`config.mk`:
```
export PLATFORM = sky130hd
export DESIGN_NAME = minterm_scanner
export DESIGN_NICKNAME = d
export VERILOG_FILES = /design/src/rtl/scan_pkg.sv /design/src/rtl/scan_settle_timer.sv /design/src/rtl/minterm_scanner.sv
export SDC_FILE = /design/constraint.sdc
export NUM_CORES = 1
export LEC_CHECK = 0
export CAP_MARGIN = 5
export CORE_ASPECT_RATIO = 0.6
export CORE_MARGIN = 5
export CORE_UTILIZATION = 55
export DETAILED_ROUTE_END_ITERATION = 7
export PLACE_DENSITY = 0.87
export SLEW_MARGIN = 20
export SYNTH_ARGS = -nofsm -noshare
export SYNTH_HDL_FRONTEND = slang
export SYNTH_SLANG_ARGS = --single-unit
```
`constraint.sdc`:
```
create_clock -name clk -period 5 [get_ports clk]
set_input_delay 1.5 -clock clk [delete_from_list [all_inputs] [get_ports clk]]
set_output_delay 1.5 -clock clk [all_outputs]
set_load 0.005 [all_outputs]
```
`src/rtl/scan_pkg.sv`:
```
// -----------------------------------------------------------------------------
// scan_pkg
// Shared definitions for the minterm truth-table scanner:
//   - scan_state_e    : scanner FSM states
//   - F_MASK_DEFAULT  : default expected minterm mask, m(0,1,8,9,10,11,12,14,15)
//   - SETTLE_DEFAULT  : default number of cycles each vector is held
// No ports (package).
// -----------------------------------------------------------------------------
package scan_pkg;

    typedef enum logic [1:0] {
        ST_IDLE   = 2'd0,
        ST_DRIVE  = 2'd1,
        ST_SAMPLE = 2'd2,
        ST_DONE   = 2'd3
    } scan_state_e;

    localparam logic [15:0] F_MASK_DEFAULT = 16'hDF03;
    localparam int          SETTLE_DEFAULT = 2;

endpackage : scan_pkg

```
`src/rtl/scan_settle_timer.sv`:
```
// -----------------------------------------------------------------------------
// scan_settle_timer
// Load/count/terminal-flag counter that measures how long a vector has been
// held in DRIVE. The terminal flag is registered and is high while the count
// equals SETTLE-1, i.e. during the last DRIVE cycle of a vector.
// Ports:
//   clk     in  : clock, rising edge
//   rst     in  : synchronous active-high reset
//   load_i  in  : restart the count at zero (has priority over en_i)
//   en_i    in  : advance the count by one
//   term_o  out : count has reached SETTLE-1
// -----------------------------------------------------------------------------
module scan_settle_timer #(
    parameter int SETTLE = 2
) (
    input  logic clk,
    input  logic rst,
    input  logic load_i,
    input  logic en_i,
    output logic term_o
);

    localparam int             CW     = (SETTLE < 1) ? 1 : $clog2(SETTLE + 1);
    localparam logic [CW-1:0]  TERM   = CW'(SETTLE - 1);
    localparam logic [CW-1:0]  ZERO   = CW'(0);
    localparam logic [CW-1:0]  ONE    = CW'(1);

    logic [CW-1:0] cnt_q;
    logic [CW-1:0] cnt_d;
    logic          term_q;
    logic          term_d;

    // Next count: load wins, the count stops at the terminal value.
    always_comb begin
        cnt_d = cnt_q;
        if (load_i) begin
            cnt_d = ZERO;
        end else if (en_i && !term_q) begin
            cnt_d = cnt_q + ONE;
        end else begin
            cnt_d = cnt_q;
        end
        // Registering the decode of the next count keeps term aligned with cnt_q.
        term_d = (cnt_d == TERM);
    end

    // Counter and terminal-flag registers.
    always_ff @(posedge clk) begin
        if (rst) begin
            cnt_q  <= ZERO;
            term_q <= (ZERO == TERM);
        end else begin
            cnt_q  <= cnt_d;
            term_q <= term_d;
        end
    end

    assign term_o = term_q;

endmodule : scan_settle_timer

```
`src/rtl/minterm_scanner.sv`:
```
// -----------------------------------------------------------------------------
// minterm_scanner
// Sweeps every input vector 0..2^N_IN-1 onto a combinational function block,
// holds each vector SETTLE cycles, samples the function output once, builds
// the truth table and compares it against EXPECTED.
// Ports:
//   clk          in  : clock, rising edge
//   rst          in  : synchronous active-high reset
//   start        in  : scan request, honoured only in IDLE
//   f_in         in  : output of the function under test
//   vec_out      out : vector driven to the function, {W,X,Y,Z}
//   busy         out : scan in progress (through the DONE cycle)
//   done         out : one-cycle result-valid pulse
//   truth        out : captured truth table, bit i = F(i)
//   match        out : truth == EXPECTED
//   mismatch_cnt out : popcount(truth ^ EXPECTED)
//   first_fail   out : lowest failing minterm index
//   fail_valid   out : at least one minterm failed
// -----------------------------------------------------------------------------
module minterm_scanner
    import scan_pkg::*;
#(
    parameter int                    N_IN     = 4,
    parameter logic [(1<<N_IN)-1:0]  EXPECTED = F_MASK_DEFAULT,
    parameter int                    SETTLE   = SETTLE_DEFAULT
) (
    input  logic                 clk,
    input  logic                 rst,
    input  logic                 start,
    input  logic                 f_in,
    output logic [N_IN-1:0]      vec_out,
    output logic                 busy,
    output logic                 done,
    output logic [(1<<N_IN)-1:0] truth,
    output logic                 match,
    output logic [N_IN:0]        mismatch_cnt,
    output logic [N_IN-1:0]      first_fail,
    output logic                 fail_valid
);

    localparam int               TW       = 1 << N_IN;
    localparam logic [N_IN-1:0]  VEC_ZERO = N_IN'(0);
    localparam logic [N_IN-1:0]  VEC_ONE  = N_IN'(1);
    localparam logic [N_IN-1:0]  VEC_LAST = {N_IN{1'b1}};
    localparam logic [N_IN:0]    CNT_ZERO = (N_IN + 1)'(0);
    localparam logic [N_IN:0]    CNT_ONE  = (N_IN + 1)'(1);
    localparam logic [TW-1:0]    TT_ZERO  = TW'(0);

    scan_state_e        state_q, state_d;
    logic [N_IN-1:0]    vec_out_q, vec_out_d;
    logic               busy_q, busy_d;
    logic               done_q, done_d;
    logic [TW-1:0]      truth_q, truth_d;
    logic               match_q, match_d;
    logic [N_IN:0]      mismatch_cnt_q, mismatch_cnt_d;
    logic [N_IN-1:0]    first_fail_q, first_fail_d;
    logic               fail_valid_q, fail_valid_d;

    logic               tmr_load_s;
    logic               tmr_en_s;
    logic               tmr_term_s;
    logic               is_last_s;
    logic               miss_s;

    assign is_last_s = (vec_out_q == VEC_LAST);
    assign miss_s    = (f_in != EXPECTED[vec_out_q]);

    scan_settle_timer #(
        .SETTLE (SETTLE)
    ) u_settle_timer (
        .clk    (clk),
        .rst    (rst),
        .load_i (tmr_load_s),
        .en_i   (tmr_en_s),
        .term_o (tmr_term_s)
    );

    // FSM state register.
    always_ff @(posedge clk) begin
        if (rst) begin
            state_q <= ST_IDLE;
        end else begin
            state_q <= state_d;
        end
    end

    // FSM next-state logic.
    always_comb begin
        state_d = state_q;
        case (state_q)
            ST_IDLE: begin
                if (start) begin
                    state_d = ST_DRIVE;
                end else begin
                    state_d = ST_IDLE;
                end
            end
            ST_DRIVE: begin
                if (tmr_term_s) begin
                    state_d = ST_SAMPLE;
                end else begin
                    state_d = ST_DRIVE;
                end
            end
            ST_SAMPLE: begin
                if (is_last_s) begin
                    state_d = ST_DONE;
                end else begin
                    state_d = ST_DRIVE;
                end
            end
            ST_DONE: begin
                state_d = ST_IDLE;
            end
            default: begin
                state_d = ST_IDLE;
            end
        endcase
    end

    // FSM output logic: next values of all registered outputs plus timer control.
    always_comb begin
        vec_out_d      = vec_out_q;
        busy_d         = busy_q;
        done_d         = 1'b0;
        truth_d        = truth_q;
        match_d        = match_q;
        mismatch_cnt_d = mismatch_cnt_q;
        first_fail_d   = first_fail_q;
        fail_valid_d   = fail_valid_q;
        tmr_load_s     = 1'b0;
        tmr_en_s       = 1'b0;
        case (state_q)
            ST_IDLE: begin
                vec_out_d = VEC_ZERO;
                if (start) begin
                    // Accepted start: previous results are discarded here, not earlier.
                    busy_d         = 1'b1;
                    truth_d        = TT_ZERO;
                    match_d        = 1'b0;
                    mismatch_cnt_d = CNT_ZERO;
                    first_fail_d   = VEC_ZERO;
                    fail_valid_d   = 1'b0;
                    tmr_load_s     = 1'b1;
                end else begin
                    busy_d = 1'b0;
                end
            end
            ST_DRIVE: begin
                busy_d   = 1'b1;
                tmr_en_s = 1'b1;
            end
            ST_SAMPLE: begin
                busy_d             = 1'b1;
                truth_d[vec_out_q] = f_in;
                if (miss_s) begin
                    mismatch_cnt_d = mismatch_cnt_q + CNT_ONE;
                    if (!fail_valid_q) begin
                        first_fail_d = vec_out_q;
                        fail_valid_d = 1'b1;
                    end else begin
                        first_fail_d = first_fail_q;
                    end
                end else begin
                    mismatch_cnt_d = mismatch_cnt_q;
                end
                if (is_last_s) begin
                    // Final sample: results must already be complete in the done cycle.
                    done_d  = 1'b1;
                    match_d = (mismatch_cnt_q == CNT_ZERO) && !miss_s;
                end else begin
                    vec_out_d  = vec_out_q + VEC_ONE;
                    tmr_load_s = 1'b1;
                end
            end
            ST_DONE: begin
                busy_d    = 1'b0;
                vec_out_d = VEC_ZERO;
            end
            default: begin
                busy_d    = 1'b0;
                vec_out_d = VEC_ZERO;
            end
        endcase
    end

    // Datapath and output registers.
    always_ff @(posedge clk) begin
        if (rst) begin
            vec_out_q      <= VEC_ZERO;
            busy_q         <= 1'b0;
            done_q         <= 1'b0;
            truth_q        <= TT_ZERO;
            match_q        <= 1'b0;
            mismatch_cnt_q <= CNT_ZERO;
            first_fail_q   <= VEC_ZERO;
            fail_valid_q   <= 1'b0;
        end else begin
            vec_out_q      <= vec_out_d;
            busy_q         <= busy_d;
            done_q         <= done_d;
            truth_q        <= truth_d;
            match_q        <= match_d;
            mismatch_cnt_q <= mismatch_cnt_d;
            first_fail_q   <= first_fail_d;
            fail_valid_q   <= fail_valid_d;
        end
    end

    assign vec_out      = vec_out_q;
    assign busy         = busy_q;
    assign done         = done_q;
    assign truth        = truth_q;
    assign match        = match_q;
    assign mismatch_cnt = mismatch_cnt_q;
    assign first_fail   = first_fail_q;
    assign fail_valid   = fail_valid_q;

endmodule : minterm_scanner

```
==> flow_summary.toml, run 1 <==
[status]
status = "finished clean"

[synth]
ys_seq_area_frac = 0.399
synth_commonest_cells = "41 x a21oi_1, 39 x dfxtp_1, 22 x nand2_1"
ys_ff_latch = 39
synth-edff-count = 0
async_reset_ff_frac = 0
synth_top_area_share = 0.399
synth.avg_cell_area_um2 = 8.28
synth_top_cell_by_area = "dfxtp_1"
synth_warnings = 0
syn_inst = 236
synth.most_common_cell = "a21oi_1"
synth_nets = 249
yosys-top-cells-area = "dfxtp_1 40%, a21oi_1 10%, ha_1 5.8%"
yosys_most_used_dff = "dfxtp_1"
ys_types = 44
syn_area_um2 = 1950

[setup_path]
slowest_stage = "clkdlybuf4s50_1"
crit_arrival_ns = 3.26
crit_type = "input port to flip-flop"
critPathMaxFanout = 20
slowest_delay_ns = 0.51
start_kind = "input port"
path_cells = "clkdlybuf4s50_1 > mux2i_1 > buf_4 > a21o_1 > or4_1 > a31oi_1"
worstPathRequired_ns = 5.21
end_kind = "flip-flop"

[final_layout]
stdcell_area_um2 = 2340
ff_latch_area_um2 = 781
fillers = 263
instances_no_fill = 307
multiInputGateArea_um2 = 1010
drive_gt1_frac = 0.0496
diodes = 0
area_delta_synth_final_pct = 20.0
nets = 275

[global_route]
antenna_found_initial = 0
grt_pass1_vias = 1516
grt_overflow_total = 0
grt_use_total = 0.187
grt_max_degree = 39
grt_pass1_wl_um = 7310

[placed_design]
dp_hpwl_um = 3040
placedCellCount = 300
port-buffer-count = 36
place_congestion = 0.853
placed_cell_area_um2 = 2260

[clocking]
cts_sinks = 39
clk_pin_slew_ns = 0.07
cts_buffers = 5
htreeDepth = 2
holdBufCountCts = 0
insertion_delay_ns = 0.28
postCtsSetupBuffers = 0
cts_root_buffer = "clkbuf_8"
cts_tree = "yes"
clock_path_buffers = 2
cts_resized = 0

[sta]
setup-violations-final = 0
slew_headroom = 0.559
final_max_slew_viol_count = 0
fin_crit_sh = 0.610
final_hold_viol_count = 0
worst_pin_slew_ns = 0.661
finClkSkew_ns = 0.00619
rsz0062_at_grt = "no"
finalCriticalPeriod_ns = 3.05
tns_ns = 0
fmax_mhz = 328

[die]
std_cell_rows = 16
ios = 37
initial_core_util = 0.585
die_area_um2 = 4880
die_h_um = 56.2
core_um2 = 3340
die_w_um = 87.0

[min_path]
min_path_type = "flip-flop to flip-flop"

[detailed_routing]
vias_per_cell = 5.64
drt-total-wl_um = 4310
ant_nets = 0
drtIter0Drc = 142
first_pass_iters = 5
vias = 1733
drc = 0
route.detailed.wl_per_inst_um = 14.0

[pwr]
power_density_nw_per_um2 = 240
p_leak_nw = 0.817
ir_drop_mv = 0.231

[flow_run]
cap_violations = 0
## layout make-up
cell class / instances / area share
repair buffers: 38 / 0.160
flip-flops and latches: 39 / 0.333
inverters: 9 / 0.0144
multi-input cells: 169 / 0.431
clock buffers: 6 / 0.0352
clock inverters: 1 / 0.00213
well taps: 45 / 0.0240
## power breakdown
part / internal, mW / leakage (nW) / switching [mW] / total (mW)
logic: 0.0139 / 0.455 / 0.0230 / 0.0369
clock network: 0.108 / 0.0470 / 0.102 / 0.210
registers: 0.313 / 0.315 / 0.00151 / 0.315
total: 0.435 / 0.817 / 0.127 / 0.562
## kinds of logic (layout without fill, tap and decap cells)
kind of cell,Yosys count,after routing,share of synthesized area
AOI/OAI and AO/OA,74,74,0.207
muxes,6,6,0.0320
DFF,39,39,0.399
xor gates and xnor gates,3,3,0.0134
buffers and inverters,28,54,0.0832
and+or+nand+nor,77,77,0.207
adders and majority gates,9,9,0.0576
## stage by stage
stage          setup slack (ns)  total power, mW   util  hold slack [ns]
4_1_cts                    1.97            0.566  0.701            0.445
3_5_place_dp               1.68            0.358  0.675            0.436
3_3_place_gp               1.74            0.358  0.675            0.427
5_1_grt                    1.87            0.586  0.701            0.473
2_1_floorplan              2.40            0.352      -            0.420
6_report                   1.95            0.562  0.701            0.456
## worst max-delay path: cells and delay by family
kind                   cells  cell delay, ns
AND/OR/NAND/NOR            1            0.46
buffers and inverters      2            0.75
multiplexers               1            0.09
AO/OA/AOI/OAI              2            0.46
## sequential cells by signal (all words and copies together) (netlist names), named ones only
| signal | flops |
|---|---|
| busy | 1 |
| done | 1 |
| fail_valid | 1 |
| first_fail | 4 |
| match | 1 |
| mismatch_cnt | 5 |
| state_q | 2 |
| truth | 16 |
| u_settle_timer.cnt_q | 2 |
| u_settle_timer.term_o | 1 |
| vec_out | 4 |
## layout by cell type, fill, tap and decap left out, drive strengths merged, types with 2 or more instances in the layout
cell type	instances
or4	2
or3	2
xnor2	2
nor2b	6
nand4	2
clkdlybuf4s50	36
nand3	10
buf	2
a21oi	41
mux2i	4
nor2	12
nor3	4
nand3b	2
and2	3
nand2b	2
and3	2
clkbuf	6
ha	9
nand2	22
inv	9
o21ai	21
a31oi	3
mux2	2
nor3b	3
dfxtp	39
## metal layers
metal,global-route usage,wire (µm)
met3,0.0607,367
met2,0.237,1640
met5,0,0
met4,0.0489,31
met1,0.293,2270
## final timing paths
| kind | end | slack (ns) | startpoint | cells after the start |
|---|---|---|---|---|
| worst min register to register | u_settle_timer.term_o$_SDFF_PP0_ | 0.46 | u_settle_timer.cnt_q[1]$_SDFF_PP0_ | 1 |
| worst max-delay path | first_fail[1]$_SDFFE_PP0P_ | 1.95 | start | 6 |
| worst min-delay path | u_settle_timer.term_o$_SDFF_PP0_ | 0.46 | u_settle_timer.cnt_q[1]$_SDFF_PP0_ | 1 |
| worst max register to register | flip-flop | 2.34 | state_q[0]$_SDFF_PP0_ | 6 |
Power figures use the tool's default switching activity.
==> inputs of run 2 (changes only) <==
Settings changed: CORE_UTILIZATION 55 to 46, PLACE_DENSITY 0.87 to 0.78.
Clock period 5 ns to 2.62 ns, I/O delays scaled along.
==> flow_summary.toml, run 2 (synthesized netlist as in run 1, its figures left out) <==
[clocking]
cts_buffers = 5
cts_resized = 0
cts_sinks = 39
clk_pin_slew_ns = 0.08
htreeDepth = 2
holdBufCountCts = 0
clock_path_buffers = 2
postCtsSetupBuffers = 0
cts_tree = "yes"
cts_root_buffer = "clkbuf_8"
insertion_delay_ns = 0.28

[flow_run]
cap_violations = 0

[die]
ios = 37
die_h_um = 60.5
die_w_um = 94.2
initial_core_util = 0.477
core_um2 = 4100
std_cell_rows = 18
die_area_um2 = 5700

[final_layout]
final_cell_mix = "41 x a21oi_1, 39 x dfxtp_1, 36 x clkdlybuf4s50_1"
layout_commonest_cell = "a21oi_1"
multiInputGateArea_um2 = 1010
diodes = 0
nets = 283
instances_no_fill = 330
area_delta_synth_final_pct = 24.6
stdcell_area_um2 = 2440
post-route-util = 0.594
drive_gt1_frac = 0.0778
largest_reg_flops = 16
ff_latch_area_um2 = 781
fillers = 374

[setup_path]
slowest_stage = "dfxtp_1"
worst-path-buf-inv = 1
path_cells = "clkdlybuf4s50_1"
crit_type = "flip-flop to output pin"
crit_arrival_ns = 1.49
worstPathRequired_ns = 1.83
cp.depth = 1
crit_family = "flip-flops"
start_kind = "flip-flop"
critPathMaxFanout = 12
slowest_delay_ns = 0.61
end_kind = "output pin"
worst_r2r_path_depth = 5

[sta]
finalCriticalPeriod_ns = 2.28
whs_ns = 0.458
setup-violations-final = 0
final_hold_viol_count = 0
finClkSkew_ns = 0.00519
worst_pin_slew_ns = 0.578
final_max_slew_viol_count = 0
tns_ns = 0
setup_slack_ns = 0.340
fmax_mhz = 439
rsz0062_at_grt = "no"
fin_crit_sh = 0.870
slew_headroom = 0.614

[placed_design]
pre_cts_slack_ns = 0.121
placed_cell_area_um2 = 2350
place_congestion = 0.793
port-buffer-count = 36
dp_hpwl_um = 3580
placedCellCount = 323

[global_route]
grt_overflow_total = 0
grt_pass1_vias = 1680
antenna_found_initial = 0
grt_max_degree = 22
grt_use_total = 0.179
grt_pass1_wl_um = 8020

[detailed_routing]
drt-total-wl_um = 4860
vias = 1763
drtIter0Drc = 116
drc = 0
vias_per_cell = 5.34
route.detailed.wl_per_inst_um = 14.7
first_pass_iters = 4
ant_nets = 0

[pwr]
p_leak_nw = 0.861
seq_power_share = 0.552
switching_share = 0.230
fin_total_pwr_mw = 1.09
p_clk_frac = 0.372
intPower_mw = 0.839
switching_power_mw = 0.251
power_density_nw_per_um2 = 447
ir_drop_mv = 0.215
p_comb_frac = 0.076

[status]
status = "finished clean"

[min_path]
min_path_type = "flip-flop to flip-flop"
whs_path_depth = 1
## run 2: cell count changes in the layout (fill, tap and decap cells not counted)
cell    delta
buf_4      +7
buf_12     +1
## run 2: cell type report
class                      count  share of cell area
clock buffer                   6              0.0339
clock inverter                 1             0.00205
inverter                       9              0.0139
multi-input combinational    169               0.415
sequential                    39               0.320
tap                           60              0.0308
timing repair buffer          46               0.184
## run 2: power by group through the flow
stage	sequential (mW)	clock, mW	combinational, mW
after global routing	0.602	0.446	0.0903
after global placement	0.614	0	0.0787
after detailed placement	0.614	0	0.0820
after floorplan	0.614	0	0.0584
final	0.601	0.406	0.0829
after CTS	0.601	0.415	0.0824
## run 2: path summary, 6_finish.rpt
kind	from	endpoint	slack (ns)
max	vec_out[2]$_SDFFE_PP0N_	vec_out[2]	0.34
min	u_settle_timer.cnt_q[1]$_SDFF_PP0_	u_settle_timer.term_o$_SDFF_PP0_	0.46
max reg2reg	vec_out[0]$_SDFFE_PP0N_	flip-flop	0.63
min reg2reg	u_settle_timer.cnt_q[1]$_SDFF_PP0_	u_settle_timer.term_o$_SDFF_PP0_	0.46
## run 2: metal layers
layer  routed length, µm  GRT usage
met4                   8     0.0247
met5                   0          0
met3                 301     0.0508
met2                2010      0.272
met1                2540      0.260
